<file path="src/rtl/display_hex_byte_decoder_if.sv">
// Multiplexed seven-segment bus plus the decoded-byte outputs of the passive decoder.
// The master side drives the pins; the slave side is the decoder.
interface display_hex_byte_decoder_if;
  logic [7:0] segments;
  logic [2:0] segments_enable;
  logic [7:0] hex_byte;
  logic       byte_valid;
  logic       frame_error;
  logic       locked;

  modport master (
    output segments, segments_enable,
    input  hex_byte, byte_valid, frame_error, locked
  );

  modport slave (
    input  segments, segments_enable,
    output hex_byte, byte_valid, frame_error, locked
  );
endinterface

</file>
<file path="src/rtl/display_hex_byte_decoder.sv">
// Passive decoder for the 3-digit multiplexed active-low seven-segment bus.
// Recovers the displayed byte from marker/high/low digit sequences.
module display_hex_byte_decoder #(
  parameter int unsigned settle_cycles  = 16,
  parameter int unsigned timeout_cycles = 250000
) (
  input  logic                         clk,
  input  logic                         rst_n,
  display_hex_byte_decoder_if.slave    bus
);

  typedef enum logic [1:0] {S_MARK, S_HIGH, S_LOW} state_t;

  localparam logic [6:0]  MARKER_GLYPH = 7'b0010111;
  localparam logic [15:0] SETTLE_MAX   = 16'(settle_cycles);
  localparam logic [15:0] SETTLE_LAST  = 16'(settle_cycles - 1);
  localparam logic [23:0] TIMEOUT_LAST = 24'(timeout_cycles - 1);

  logic [10:0] s1_q, s2_q, s3_q;
  logic [15:0] settle_q, settle_d;
  state_t      state_q, state_d;
  logic [3:0]  hi_q, hi_d;
  logic [7:0]  hex_byte_q, hex_byte_d;
  logic        byte_valid_q, byte_valid_d;
  logic        frame_error_q, frame_error_d;
  logic        locked_q, locked_d;
  logic [23:0] to_q, to_d;

  logic       change, dig_evt;
  logic [6:0] glyph;
  logic [2:0] en;
  logic       glyph_ok;
  logic [3:0] glyph_nib;
  logic       is_marker, is_high, is_low, is_blank;

  // {valid, nibble} for a segment pattern a..g
  function automatic logic [4:0] decode_glyph(input logic [6:0] g);
    case (g)
      7'b1111110: return 5'h10;
      7'b0110000: return 5'h11;
      7'b1101101: return 5'h12;
      7'b1111001: return 5'h13;
      7'b0110011: return 5'h14;
      7'b1011011: return 5'h15;
      7'b1011111: return 5'h16;
      7'b1110000: return 5'h17;
      7'b1111111: return 5'h18;
      7'b1111011: return 5'h19;
      7'b1110111: return 5'h1A;
      7'b0011111: return 5'h1B;
      7'b1001110: return 5'h1C;
      7'b0111101: return 5'h1D;
      7'b1001111: return 5'h1E;
      7'b1000111: return 5'h1F;
      default:    return 5'h00;
    endcase
  endfunction

  always_comb begin
    change = (s2_q != s3_q);
    // s2 == s3 whenever an event fires, so s2 carries the stable digit
    glyph  = ~s2_q[10:4];
    en     = ~s2_q[2:0];
    {glyph_ok, glyph_nib} = decode_glyph(glyph);
    is_blank  = (en == 3'b000);
    is_marker = (en == 3'b100) && (glyph == MARKER_GLYPH);
    is_high   = (en == 3'b010) && glyph_ok;
    is_low    = (en == 3'b001) && glyph_ok;

    if (change)                  settle_d = '0;
    else if (settle_q < SETTLE_MAX) settle_d = settle_q + 16'd1;
    else                         settle_d = settle_q;
    dig_evt = !change && (settle_q == SETTLE_LAST);

    state_d       = state_q;
    hi_d          = hi_q;
    hex_byte_d    = hex_byte_q;
    byte_valid_d  = 1'b0;
    frame_error_d = 1'b0;
    locked_d      = locked_q;
    to_d          = locked_q ? to_q + 24'd1 : '0;

    if (dig_evt && !is_blank) begin
      case (state_q)
        S_MARK: if (is_marker) state_d = S_HIGH;
        S_HIGH: begin
          if (is_high) begin
            hi_d    = glyph_nib;
            state_d = S_LOW;
          end else if (!is_marker) begin
            frame_error_d = 1'b1;
            state_d       = S_MARK;
          end
        end
        S_LOW: begin
          if (is_low) begin
            hex_byte_d   = {hi_q, glyph_nib};
            byte_valid_d = 1'b1;
            locked_d     = 1'b1;
            state_d      = S_MARK;
          end else begin
            frame_error_d = 1'b1;
            state_d       = is_marker ? S_HIGH : S_MARK;
          end
        end
        default: state_d = S_MARK;
      endcase
    end

    if (frame_error_d) locked_d = 1'b0;

    // A completed byte beats a coincident timeout
    if (byte_valid_d) begin
      to_d = '0;
    end else if (locked_q && (to_q == TIMEOUT_LAST)) begin
      locked_d = 1'b0;
      state_d  = S_MARK;
      to_d     = '0;
    end
  end

  always_ff @(posedge clk or negedge rst_n) begin
    if (!rst_n) begin
      s1_q          <= '1;
      s2_q          <= '1;
      s3_q          <= '1;
      settle_q      <= '0;
      state_q       <= S_MARK;
      hi_q          <= '0;
      hex_byte_q    <= '0;
      byte_valid_q  <= 1'b0;
      frame_error_q <= 1'b0;
      locked_q      <= 1'b0;
      to_q          <= '0;
    end else begin
      s1_q          <= {bus.segments, bus.segments_enable};
      s2_q          <= s1_q;
      s3_q          <= s2_q;
      settle_q      <= settle_d;
      state_q       <= state_d;
      hi_q          <= hi_d;
      hex_byte_q    <= hex_byte_d;
      byte_valid_q  <= byte_valid_d;
      frame_error_q <= frame_error_d;
      locked_q      <= locked_d;
      to_q          <= to_d;
    end
  end

  assign bus.hex_byte    = hex_byte_q;
  assign bus.byte_valid  = byte_valid_q;
  assign bus.frame_error = frame_error_q;
  assign bus.locked      = locked_q;

endmodule

</file>
<file path="src/flat_wrapper.sv">
// flat-port wrapper written by rule: the top's interface ports become plain ports
module display_hex_byte_decoder_flat 
#(
  parameter int unsigned settle_cycles  = 16,
  parameter int unsigned timeout_cycles = 250000
)
  (clk, rst_n, bus_segments, bus_segments_enable, bus_hex_byte, bus_byte_valid, bus_frame_error, bus_locked);
  display_hex_byte_decoder_if bus_i ();
  input  logic clk;
  input  logic rst_n;
  input wire logic [$bits(bus_i.segments)-1:0] bus_segments;
  input wire logic [$bits(bus_i.segments_enable)-1:0] bus_segments_enable;
  output wire logic [$bits(bus_i.hex_byte)-1:0] bus_hex_byte;
  output wire logic [$bits(bus_i.byte_valid)-1:0] bus_byte_valid;
  output wire logic [$bits(bus_i.frame_error)-1:0] bus_frame_error;
  output wire logic [$bits(bus_i.locked)-1:0] bus_locked;
  assign bus_i.segments = bus_segments;
  assign bus_i.segments_enable = bus_segments_enable;
  assign bus_hex_byte = bus_i.hex_byte;
  assign bus_byte_valid = bus_i.byte_valid;
  assign bus_frame_error = bus_i.frame_error;
  assign bus_locked = bus_i.locked;
  display_hex_byte_decoder #(.settle_cycles(settle_cycles), .timeout_cycles(timeout_cycles)) u_core (.clk(clk), .rst_n(rst_n), .bus(bus_i));
endmodule
</file>
<file path="config.mk">
export PLATFORM = sky130hd
export DESIGN_NAME = display_hex_byte_decoder_flat
export DESIGN_NICKNAME = d
export VERILOG_FILES = /design/src/rtl/display_hex_byte_decoder_if.sv /design/src/rtl/display_hex_byte_decoder.sv /design/src/flat_wrapper.sv
export SDC_FILE = /design/constraint.sdc
export NUM_CORES = 1
export LEC_CHECK = 0
export CORE_ASPECT_RATIO = 0.8
export CORE_MARGIN = 3
export CORE_UTILIZATION = 50
export CTS_CLUSTER_DIAMETER = 120
export DETAILED_ROUTE_END_ITERATION = 10
export DONT_BUFFER_PORTS = 1
export GPL_ROUTABILITY_DRIVEN = 0
export PLACE_DENSITY = 0.73
export SYNTH_ARGS = -nofsm -noshare
export SYNTH_HDL_FRONTEND = slang
export SYNTH_SLANG_ARGS = --single-unit
</file>
<file path="constraint.sdc">
create_clock -name clk -period 5.4 [get_ports clk]
set_input_delay 1.35 -clock clk [delete_from_list [all_inputs] [get_ports clk]]
set_output_delay 1.35 -clock clk [all_outputs]
set_load 0.01 [all_outputs]
</file>
==> results.yml <==
outcome:
  status: "completed"
worst_setup_path:
  reg2reg_to: "u_core.to_q[15]"
  cp_cell_sequence: "xor2_1 > nor4_1 > and4_1 > nand2_1 > o31ai_4 > nor2_1"
  rr_startpoint: "u_core.s2_q[9]"
  regToRegSetupSlack_ps: 2430
  rr_worst_depth: 6
  cp.required_ps: 5610
  path_class: "reg -> reg"
  cpMaxStageDelayCell: "o31ai_4"
  crit_arrival_ps: 3180
  cp_max_fo: 23
  worstSetupStartpointType: "flop"
  crit_buf_inv: 0
  crit_family: "simple AND/OR/NAND/NOR gates"
  end_kind: "flop"
  cpPeakStageDelay_ps: 840
sta:
  skew_ps: 10.50
  slew_headroom: 0.3861
  fmax_mhz: 336.7
  slew_violations: 0
  period_share: 0.5500
  hold_slack_ps: 360.3
  fin_tns_setup_ps: 0
  fin_crit_ps: 2970
  tightest_slew_ps: 920.8
  rsz0062_at_grt: "no"
  finalSetupViolations: 0
  hold_viol_final: 0
logic_synthesis:
  synth_area_leader_cell: "dfrtp_1"
  postSynthAreaPerCell_um2: 11.28
  yosysWarnings: 0
  synth-simple-area-share: 0.2169
  synth_fa_ha_area_frac: 0.01859
  synthTopCellsByArea: "dfrtp_1 35%, dfstp_2 21%, xor2_1 5.2%, nor2_1 4.4%, xnor2_1 2.6%"
  synth_cells: 358
  synth_top_cell_area_share: 0.3532
  synth_top_family_by_area: "simple AND/OR/NAND/NOR gates"
  synth_compound_area_frac: 0.05855
  synth_nets: 377
  synthesis.area_um2: 4039
  ys.flop_type: "dfrtp_1"
  synth_xor_area_frac: 0.07807
  synth.ff_latch_count: 90
  yosysSeqAreaShare: 0.5678
  synth_mux_area_frac: 0.03841
  synth_cell_type_count: 49
  synth_edf_count: 0
  async_flop_share: 1.000
route:
  firstDrtPassIters: 4
  antenna_left: 0
  num_vias: 2577
  first_iter_violations: 162
  remaining_drc_errors: 0
  wl_mm: 6.886
  routed_via_density: 5.506
  avgRoutedWirePerCell_um: 14.71
clock_tree:
  clock_path_buffers: 2
  cts.clk_slew.worst_paths_ps: 90
  cts.sink_count: 90
  cts_buffers: 9
  ctsResizeCount: 0
  cts_tree: "done"
  post_cts_buffers: 0
  cts_max_level: 3
  cts-root-buf: "clkbuf_8"
  insertion_delay_ps: 360
  cts_hold_buf: 0
finish:
  fill_cells: 647
  antenna_cells: 0
  final_nets: 377
  syn_to_final_growth_pct: 6.691
  layout-drive-gt1-share: 0.1956
floorplan:
  std_cell_rows: 28
  initial_core_util: 0.5313
  pin_count: 24
  dieArea_um2: 9199
  fp.dieH_um: 86.39
  die_w_um: 106.5
  core_um2: 7602
global_routing:
  grt_pass1_wl_mm: 11.70
  grt_pass1_vias: 2389
  overflow: 0
  antenna_found_initial: 0
  grt_max_degree: 91
  grt_usage: 0.1615
power_and_ir_drop:
  switching_share: 0.2451
  netSwitchingPower_w: 0.0002885
  p_leak_nw: 1.819
  clkPwrFrac: 0.375
  cellPowerDensity_nw_per_um2: 273.2
  seqPwrFrac: 0.605
  combPwrFrac: 0.020
  p_int_w: 0.0008888
  ir_drop_mv: 0.1738
flow_run:
  drv_cap: 0
placed_design:
  hpwl_mm: 4.659
  port_buffers: 0
min_path:
  holdCritStartpoint: "u_core.s1_q[10]"
  worstHoldPathCells: 0
  min_to: "u_core.s2_q[10]"
  hp-class: "reg -> reg"
registers in the layout (all words and copies together) (netlist names):
register                count
u_core.bus.byte_valid       1
u_core.bus.frame_error      1
u_core.bus.hex_byte         8
u_core.bus.locked           1
u_core.hi_q                 4
u_core.s1_q                11
u_core.s2_q                11
u_core.s3_q                11
u_core.settle_q            16
u_core.state_q              2
u_core.to_q                24
power by group through the flow:
stage	combinational [W]	clock [W]	sequential, W
floorplan	0.0000266	0	0.000716
global placement	0.0000228	0	0.000724
detailed placement	0.0000232	0	0.000725
CTS	0.0000233	0.000463	0.000713
global route	0.0000259	0.000488	0.000715
finish	0.0000234	0.000442	0.000712
placed cells by master, fill, tap and decap left out, types with 3 or more instances in the layout:
master    synthesis  layout
nand4_1          10      10
nor2_1           47      47
dfstp_2          33      33
or3_1             3       3
ha_1              6       6
nand2_1          23      23
and2_1            9       9
xor2_1           24      24
clkbuf_8          0       9
a21oi_1          10      10
inv_6             0       4
nand4b_1          3       3
and4_1            6       6
xnor2_1          12      12
nor3_1           10      10
nand3_1          14      14
inv_1             8       8
nor4bb_1          3       3
dfrtp_1          57      57
mux2_2            9       9
a211oi_1          3       3
nor4_2            4       4
and3_1           11      11
mux2_1            3       3
o21ai_0           9       9
metrics by stage:
stage	setup WS [ps]	util	area (µm²)	std cells	power, W
floorplan	3162	-	4039	358	0.0007421
global placement	2470	0.5421	4121	452	0.0007467
detailed placement	2408	0.5421	4121	452	0.0007480
CTS	2409	0.5668	4309	468	0.001199
global route	2149	0.5668	4309	468	0.001229
finish	2430	0.5668	4309	468	0.001177
how the worst max path moves through the flow:
stage | from | slack [ps] | depth (start not counted) | to
2_1_floorplan | u_core.s2_q[5] | 3160 | 7 | u_core.bus.hex_byte[1]
3_3_place_gp | u_core.s2_q[9] | 2470 | 6 | u_core.to_q[17]
3_5_place_dp | u_core.s2_q[9] | 2410 | 6 | u_core.to_q[2]
4_1_cts | u_core.s2_q[9] | 2410 | 6 | u_core.to_q[23]
5_1_grt | u_core.s2_q[9] | 2150 | 6 | u_core.to_q[23]
6_report | u_core.s2_q[9] | 2430 | 6 | u_core.to_q[15]
synth_stat cells, drive strengths merged, types with 2 or more instances:
master and count:
a31oi 2, buf 8, nor4 6, o21ai 9, a22oi 2, or3 3
mux2i 2, nor2b 2, mux2 12, ha 6, and3 11, nor3b 2
and4 6, nand4 10, o31ai 2, nand3 15, inv 8, nor2 48
a21oi 10, and2 9, xnor2 12, nand2 23, a211oi 3, nor4b 2
nand4b 3, nor4bb 3, nor3 12, dfstp 33, dfrtp 57, clkbuf 3
xor2 24
cell type report:
class	count	area (µm²)	share of cell area
Sequential cell	90	2293	0.5322
Multi-Input combinational cell	249	1667	0.3868
Tap cell	105	131.4	0.03049
Clock buffer	9	123.9	0.02875
Clock inverter	7	63.81	0.01481
Inverter	8	30.03	0.006969
layer usage:
metal | track usage | vias to the layer above | part of all wire
met1 | 0.2392 | 1248 | 0.52
met2 | 0.2260 | 56 | 0.41
met5 | 0 | - | 0
met4 | 0.04994 | 0 | 0.014
li1 | - | 1263 | -
met3 | 0.05361 | 10 | 0.053
kinds of logic after synthesis:
| logic type | after synthesis |
|---|---|
| AO/OA/AOI/OAI | 35 |
| flip-flops | 90 |
| multiplexers | 14 |
| buffers and inverters | 19 |
| adder cells (fa/ha/maj) | 6 |
| XOR/XNOR | 36 |
| AND/OR/NAND/NOR | 158 |
No activity file was read; power rests on OpenSTA's default activity.
